File: src/rtl/multicycle_controller.sv
// multicycle_controller: RV32I multicycle control FSM and ALU decoder; MCCTRL_ILLEGAL_TRAP_EN adds a sticky ERROR state and IllegalInstr
module multicycle_controller #(
  parameter int XLEN = 32
) (
  input  logic       clk,
  input  logic       reset,
  input  logic [6:0] op,
  input  logic [2:0] funct3,
  input  logic       funct7b5,
  input  logic       Zero,
  output logic       PCWrite,
  output logic       AdrSrc,
  output logic       MemWrite,
  output logic       IRWrite,
  output logic [1:0] ResultSrc,
  output logic [1:0] ALUSrcA,
  output logic [1:0] ALUSrcB,
  output logic [1:0] ImmSrc,
  output logic [2:0] ALUControl,
  output logic       RegWrite
`ifdef MCCTRL_ILLEGAL_TRAP_EN
  ,
  output logic       IllegalInstr
`endif
);
  localparam logic [3:0] FETCH    = 4'd0;
  localparam logic [3:0] DECODE   = 4'd1;
  localparam logic [3:0] MEMADR   = 4'd2;
  localparam logic [3:0] MEMREAD  = 4'd3;
  localparam logic [3:0] MEMWB    = 4'd4;
  localparam logic [3:0] MEMWRITE = 4'd5;
  localparam logic [3:0] EXECUTER = 4'd6;
  localparam logic [3:0] EXECUTEI = 4'd7;
  localparam logic [3:0] ALUWB    = 4'd8;
  localparam logic [3:0] BEQ      = 4'd9;
  localparam logic [3:0] JAL      = 4'd10;
`ifdef MCCTRL_ILLEGAL_TRAP_EN
  localparam logic [3:0] ERROR    = 4'd11;
  localparam logic [3:0] BADOP    = ERROR;
`else
  localparam logic [3:0] BADOP    = FETCH;
`endif

  if (XLEN < 1) begin : g_xlen_invalid
  end

  logic [3:0] state, next;
  logic [1:0] aluop;
  logic [2:0] rtype;
  logic       pcupdate, branch;

  // state register; reset parks the FSM in FETCH immediately
  always_ff @(posedge clk or posedge reset)
    if (reset) state <= FETCH;
    else state <= next;

  // next-state sequencing per instruction class
  always_comb begin
    next = FETCH;
    case (state)
      FETCH:                   next = DECODE;
      DECODE:                  next = (op == 7'b0000011 || op == 7'b0100011) ? MEMADR :
                                      op == 7'b0110011 ? EXECUTER :
                                      op == 7'b0010011 ? EXECUTEI :
                                      op == 7'b1100011 ? BEQ :
                                      op == 7'b1101111 ? JAL : BADOP;
      MEMADR:                  next = op == 7'b0000011 ? MEMREAD : MEMWRITE;
      MEMREAD:                 next = MEMWB;
      EXECUTER, EXECUTEI, JAL: next = ALUWB;
`ifdef MCCTRL_ILLEGAL_TRAP_EN
      ERROR:                   next = ERROR;
`endif
      default:                 next = FETCH;
    endcase
  end

  // Moore outputs decoded from state alone
  always_comb begin
    pcupdate  = 1'b0;
    branch    = 1'b0;
    AdrSrc    = 1'b0;
    MemWrite  = 1'b0;
    IRWrite   = 1'b0;
    RegWrite  = 1'b0;
    ResultSrc = 2'b00;
    ALUSrcA   = 2'b00;
    ALUSrcB   = 2'b00;
    aluop     = 2'b00;
    case (state)
      FETCH:    begin IRWrite = 1'b1; ALUSrcB = 2'b10; ResultSrc = 2'b10; pcupdate = 1'b1; end
      DECODE:   begin ALUSrcA = 2'b01; ALUSrcB = 2'b01; end
      MEMADR:   begin ALUSrcA = 2'b10; ALUSrcB = 2'b01; end
      MEMREAD:  AdrSrc = 1'b1;
      MEMWB:    begin ResultSrc = 2'b01; RegWrite = 1'b1; end
      MEMWRITE: begin AdrSrc = 1'b1; MemWrite = 1'b1; end
      EXECUTER: begin ALUSrcA = 2'b10; aluop = 2'b10; end
      EXECUTEI: begin ALUSrcA = 2'b10; ALUSrcB = 2'b01; aluop = 2'b10; end
      ALUWB:    RegWrite = 1'b1;
      BEQ:      begin ALUSrcA = 2'b10; aluop = 2'b01; branch = 1'b1; end
      JAL:      begin ALUSrcA = 2'b01; ALUSrcB = 2'b10; pcupdate = 1'b1; end
      default:  ;
    endcase
  end

  // ALU decoder; sub only for R-type with funct7[5] set, never for addi
  always_comb begin
    rtype = funct3 == 3'b000 ? ((op[5] & funct7b5) ? 3'b001 : 3'b000) :
            funct3 == 3'b010 ? 3'b101 :
            funct3 == 3'b110 ? 3'b011 :
            funct3 == 3'b111 ? 3'b010 : 3'b000;
    ALUControl = aluop == 2'b01 ? 3'b001 : aluop == 2'b10 ? rtype : 3'b000;
  end

  assign ImmSrc  = op == 7'b0100011 ? 2'b01 : op == 7'b1100011 ? 2'b10 : op == 7'b1101111 ? 2'b11 : 2'b00;
  assign PCWrite = pcupdate | (branch & Zero);
`ifdef MCCTRL_ILLEGAL_TRAP_EN
  assign IllegalInstr = state == ERROR;
`endif
endmodule

File: config.mk
export PLATFORM = sky130hd
export DESIGN_NAME = multicycle_controller
export DESIGN_NICKNAME = d
export VERILOG_FILES = /design/src/rtl/multicycle_controller.sv
export SDC_FILE = /design/constraint.sdc
export NUM_CORES = 1
export LEC_CHECK = 0
export ABC_AREA = 1
export BUFFER_PORTS_ARGS = -buffer_cell sky130_fd_sc_hd__buf_2
export CORE_AREA = 2 2 39 41
export CTS_BUF_LIST = sky130_fd_sc_hd__clkbuf_2 sky130_fd_sc_hd__clkbuf_4 sky130_fd_sc_hd__clkbuf_8
export CTS_CLUSTER_DIAMETER = 60
export DETAILED_ROUTE_END_ITERATION = 6
export DIE_AREA = 0 0 41 43
export PLACE_DENSITY_LB_ADDON = 0.2
export SYNTH_ARGS = -nofsm -noshare
export SYNTH_HDL_FRONTEND = slang
export SYNTH_SLANG_ARGS = --single-unit
File: constraint.sdc
create_clock -name clk -period 1.1 [get_ports clk]
set_input_delay 0.055 -clock clk [delete_from_list [all_inputs] [get_ports clk]]
set_output_delay 0.055 -clock clk [all_outputs]
set_load 0.1 [all_outputs]
==> results of run 1 <==
## cells in the mapped netlist (all sizes together)
| library cell | instances |
|---|---|
| o21ai | 2 |
| nor4 | 1 |
| a31oi | 2 |
| or2 | 1 |
| buf | 2 |
| o211ai | 2 |
| nand4 | 4 |
| nor2 | 19 |
| dfrtp | 4 |
| inv | 17 |
| a21oi | 1 |
| nand2 | 22 |
| nand3 | 5 |
| o221ai | 1 |
## cells by family after synthesis
family,after synthesis,synth area share [%]
flip-flops,4,20.8
AO/OA/AOI/OAI,8,11.7
AND/OR/NAND/NOR,52,51.7
buffers and inverters,19,15.8
## metrics by stage
step / hold slack, ns / TNS (ns) / cells
floorplan: -0.179 / -5.32 / 83
global placement: -0.0663 / -1.00 / 146
CTS: 0.139 / -4.99 / 156
detailed placement: -0.0609 / -1.36 / 146
## what timing repair did
| item | CTS |
|---|---|
| setup endpoints to repair | 17 |
| pin swaps | 5 |
| hold endpoints to repair | 4 |
| setup buffers | 10 |
| resized for setup | 16 |
| hold buffers | 1 |
==> summary.txt, run 1 <==
Run status
  – Result of the run: stopped before the end
  – Last step reached: 5_1_grt
  – First Err: [ERROR DPL-0038] Utilization greater than 100%, impossible to legalize

Yosys
  – Distinct cell type count after synthesis: 20
  – Part of the Yosys area used for sequential elements: about 21%
  – Number of storage elements in the synthesis netlist: 4
  – Average size of a mapped cell: between 5 and 6 sq um
  – Share of the synthesized area in the top cell type: 20.8%
  – Cells taking the most area after synthesis: sky130_fd_sc_hd__dfrtp_1 (21%), sky130_fd_sc_hd__nand2_1 (17%), sky130_fd_sc_hd__nor2_1 (12%), sky130_fd_sc_hd__inv_1 (10%), sky130_fd_sc_hd__nor2_4 (7.0%)
  – Gate Count Post-Synth: 83
  – Area leader, netlist: sky130_fd_sc_hd__dfrtp_1
  – Cell Area, Synth: a little under 500 sq um
  – Nets in the synthesized netlist: just under 100
  – Ys Warns: 0

Place
  – Placed wire-length estimate after detailed placement: 1590 um
  – Port buffer count: 29
  – Gpl congestion: a little under 0.8
  – Pre-CTS setup slack: -0.154 ns
  – Total placed instance area: ~1200 sq um

Floorplanning
  – Height of the chip: between 40 and 50 um
  – Placement Rows: 14
  – Top-level port count: 30
  – Die width: ~41 um
  – Initial standard-cell utilization of the core: 34.8%

Clock network
  – Bufs on Longest Clock Path: 2
  – Clock sink count: 4
  – TritonCTS buffer count: 3
  – H-tree lvl count: 1
  – Root buffer selected by CTS: sky130_fd_sc_hd__clkbuf_4

STA
  – Worst endpoint pin kind: output port
  – Worst setup endpoint after the global-route repair_timing: PCWrite

Global route
  – Largest net degree at the start of global routing: 6
==> run 2: changes to the inputs <==
- CORE_AREA: 2 2 39 41 -> 2 2 63 65
- CTS_BUF_LIST: sky130_fd_sc_hd__clkbuf_2 sky130_fd_sc_hd__clkbuf_4 sky130_fd_sc_hd__clkbuf_8 -> default
- CTS_CLUSTER_DIAMETER: 60 -> default
- DIE_AREA: 0 0 41 43 -> 0 0 65 67
- PLACE_DENSITY_LB_ADDON: 0.2 -> 0.15
- clock period: 1.1 -> 1.4 ns (I/O delays scaled with it)
==> run 2 against run 1 <==
The flow now finishes, with violations (negative setup slack). Synthesized cell count did not move. Area after synthesis did not move.
==> summary.txt, run 2 <==
Layout
  – Commonest cells after routing, fill and taps aside: sky130_fd_sc_hd__nand2_1 (19), sky130_fd_sc_hd__buf_12 (16), sky130_fd_sc_hd__buf_2 (13), sky130_fd_sc_hd__inv_1 (9), sky130_fd_sc_hd__nor2_1 (9)
  – Number of inserted filler cells in the final layout: 371
  – Layout Nets: about 140
  – Most common cell after layout, fill and taps aside: sky130_fd_sc_hd__nand2_1
  – Total inserted antenna cells: 0
  – Max FFs per register: 4
  – Leading registers by flop count: state (4)
  – Combined area of the multi-input logic cells: 434 sq um
  – Final standard cell utilization of the core: approximately a third
  – Fraction of final layout cells sized beyond drive strength 1: a little under 60%
  – Largest register by flop count: state
  – Storage cell area: roughly 100 sq um
  – Area growth, synth to finish: 145%

Power
  – Post-layout total power: about 0.0022 W
  – Peak supply drop: a little under 0.5 mV
  – Leakage component of the power: 0.549 nW
  – PwrDens: 1850 nW/um^2

STA
  – Worst Clk Skew: ~0.0017 ns
  – Worst-case headroom to the max-slew limit: about four fifths
  – Setup total negative slack: -0.522 ns
  – Min cycle time layout: about 1.5 ns
  – Final setup violation count: 10
  – Hold_ws: 0.184 ns
  – Setup repair after global routing missed its margin: true
  – Transition time at the pin with the least slew margin: roughly 0.32 ns
  – Maximum clock frequency: ~670 MHz
  – Final hold violations: 0
  – Share of the cycle needed by the critical path after routing: 107%
  – Final Max Tran Viols: 0
  – Minimum setup slack in the final design: -0.0990 ns

Worst setup path
  – CP startpoint kind: register
  – Number of cells on the worst reg-to-reg path: 6
  – CP Capture Type: output port
  – Critical Setup Path Class: reg2out
  – Req. time, crit path: roughly 1.3 ns
  – CP max FO: 5
  – Data arrival time at the worst-slack endpoint: ~1.4 ns

Yosys
  – Distinct cell type count after synthesis: 20 (unchanged)
  – Post-synth ARST share: 100% (unchanged)
  – Ys flop type: sky130_fd_sc_hd__dfrtp_1
  – Library cell with the highest instance count after synthesis: sky130_fd_sc_hd__nand2_1
  – Cell Area, Synth: 482 sq um (unchanged)
  – Share of the synthesized area in the top cell type: 20.8% (unchanged)
  – Top post-synthesis cells by count: sky130_fd_sc_hd__nand2_1 (22), sky130_fd_sc_hd__nor2_1 (15), sky130_fd_sc_hd__inv_1 (13)
  – Gate Count Post-Synth: 83 (unchanged)
  – Cells taking the most area after synthesis: sky130_fd_sc_hd__dfrtp_1 (21%), sky130_fd_sc_hd__nand2_1 (17%), sky130_fd_sc_hd__nor2_1 (12%), sky130_fd_sc_hd__inv_1 (10%), sky130_fd_sc_hd__nor2_4 (7.0%)
  – Post-synth EDFFs: 0 (unchanged)
  – Area leader, netlist: sky130_fd_sc_hd__dfrtp_1
  – Ys Warns: 0 (unchanged)
  – Average size of a mapped cell: 5.80 sq um (unchanged)
  – Nets in the synthesized netlist: 97 (unchanged)
  – Part of the Yosys area used for sequential elements: 20.8% (unchanged)
  – Number of storage elements in the synthesis netlist: 4 (unchanged)

Floorplanning
  – Placement Rows: 22 (+8)
  – Top-level port count: 30 (unchanged)
  – Height of the chip: 67 um (+56%)
  – Initial standard-cell utilization of the core: 13.4% (-21 points)
  – Area inside the core boundary: approximately 3600 sq um
  – Die width: 65 um (+59%)
  – Overall die area: 4360 sq um

Clock network
  – Clock sink count: 4 (unchanged)
  – H-tree lvl count: 1 (unchanged)
  – Clock latency reported for the late side of the worst-skew pair: roughly 0.22 ns
  – Clock input transition at the sequential cells of the worst setup and hold paths: about 0.03 ns
  – Bufs on Longest Clock Path: 2 (unchanged)
  – TritonCTS clock tree: yes
  – TritonCTS buffer count: 3 (unchanged)
  – Root buffer selected by CTS: sky130_fd_sc_hd__clkbuf_8

Drt
  – Drt initial violations: 9
  – First-pass iteration count of the detailed router: 4
  – Remaining number of nets flagged by the antenna check after routing: 0
  – Via density per instance: between 3 and 4
  – Detailed-route via count: 648
  – Post-detailed-route wirelength per cell: roughly 9.1 um
  – DRC violation count after routing: 0
  – Routed Wire Length: between 1500 and 2000 um

Global route
  – Initial antenna violation count: 0
  – Vias in the first global route: roughly 600
  – Total gr overflow: 0
  – Largest net degree at the start of global routing: 6
  – Global-route usage over all layers: 8.09%
  – First-pass GRT wire length: roughly 2600 um

Place
  – Port buffer count: 29 (unchanged)
  – Gpl congestion: 0.739 (-5.9%)
  – Placed wire-length estimate after detailed placement: 1380 um (-13%)

Flow run
  – Count of maximum capacitance violations: 0

Run status
  – Result of the run: finished with violations
  – Violations in the final reports: negative setup slack

Worst hold path
  – Path category of the worst min-delay check: in2reg
  – Hold path cells: 3
## run 2: cell counts after synthesis
No cell type changed its count.
## run 2: layer usage
layer / track usage [%] / part of all wire (%)
met4: 6.12 / 2.9
met2: 12.5 / 45
met3: 1.69 / 7.3
met5: 0 / 0
met1: 9.80 / 45
## run 2: worst max-delay path, stage by stage (launching register included)
cell                       delay (ns)
sky130_fd_sc_hd__dfrtp_1         0.38
sky130_fd_sc_hd__inv_2           0.08
sky130_fd_sc_hd__or2_4           0.25
sky130_fd_sc_hd__o211ai_1        0.28
sky130_fd_sc_hd__buf_12          0.22
## run 2: report_power, final
group	switching, W	leakage (nW)	internal [W]
Combinational	0.00115	0.473	0.000637
Sequential	0.0000217	0.0537	0.000134
Clock	0.0000612	0.0216	0.000183
Total	0.00123	0.549	0.000954
## run 2: repair_timing
item,CTS,global route
resized for setup,6,2
hold buffers,1,0
pin swaps,3,0
setup endpoints to repair,8,13
setup buffers,3,2
hold endpoints to repair,4,0
## run 2: worst paths after layout
kind / from / to / slack [ns]
worst max-delay path: state[1]$_DFF_PP0_ / ALUSrcA[1] / -0.1
worst min-delay path: op[4] / state[0]$_DFF_PP0_ / 0.18
worst max register to register: state[1]$_DFF_PP0_ / state[1]$_DFF_PP0_ / 0.25
worst min register to register: state[0]$_DFF_PP0_ / state[0]$_DFF_PP0_ / 0.64
max in group asynchronous: reset / state[2]$_DFF_PP0_ / 0.98
min in group asynchronous: reset / state[1]$_DFF_PP0_ / 0.27
## run 2: metrics by stage
| stage | area (sq um) | worst slack, ns | instances |
|---|---|---|---|
| after floorplan | 624 | -0.892 | 83 |
| after global placement | 1070 | 0.0922 | 162 |
| after detailed placement | 1070 | 0.0762 | 162 |
| after CTS | 1160 | -0.107 | 169 |
| after global routing | 1180 | -0.169 | 171 |
| final | 1180 | -0.0990 | 171 |
## run 2: cell families (layout without fill, tap and decap cells)
group / Yosys count / count (layout) / share of synthesized area (%)
compound gates: 8 / 8 / 11.7
simple gates: 52 / 52 / 51.7
flops: 4 / 4 / 20.8
buf+inv: 19 / 59 / 15.8
## run 2: cell type report
cell class	instances	area share, %
flip-flops and latches	4	8.49
well taps	48	5.10
repair buffers	39	40.2
clock buffers	3	3.50
multi-input cells	60	36.8
inverters	17	5.84
(Power assumes the default switching activity.)
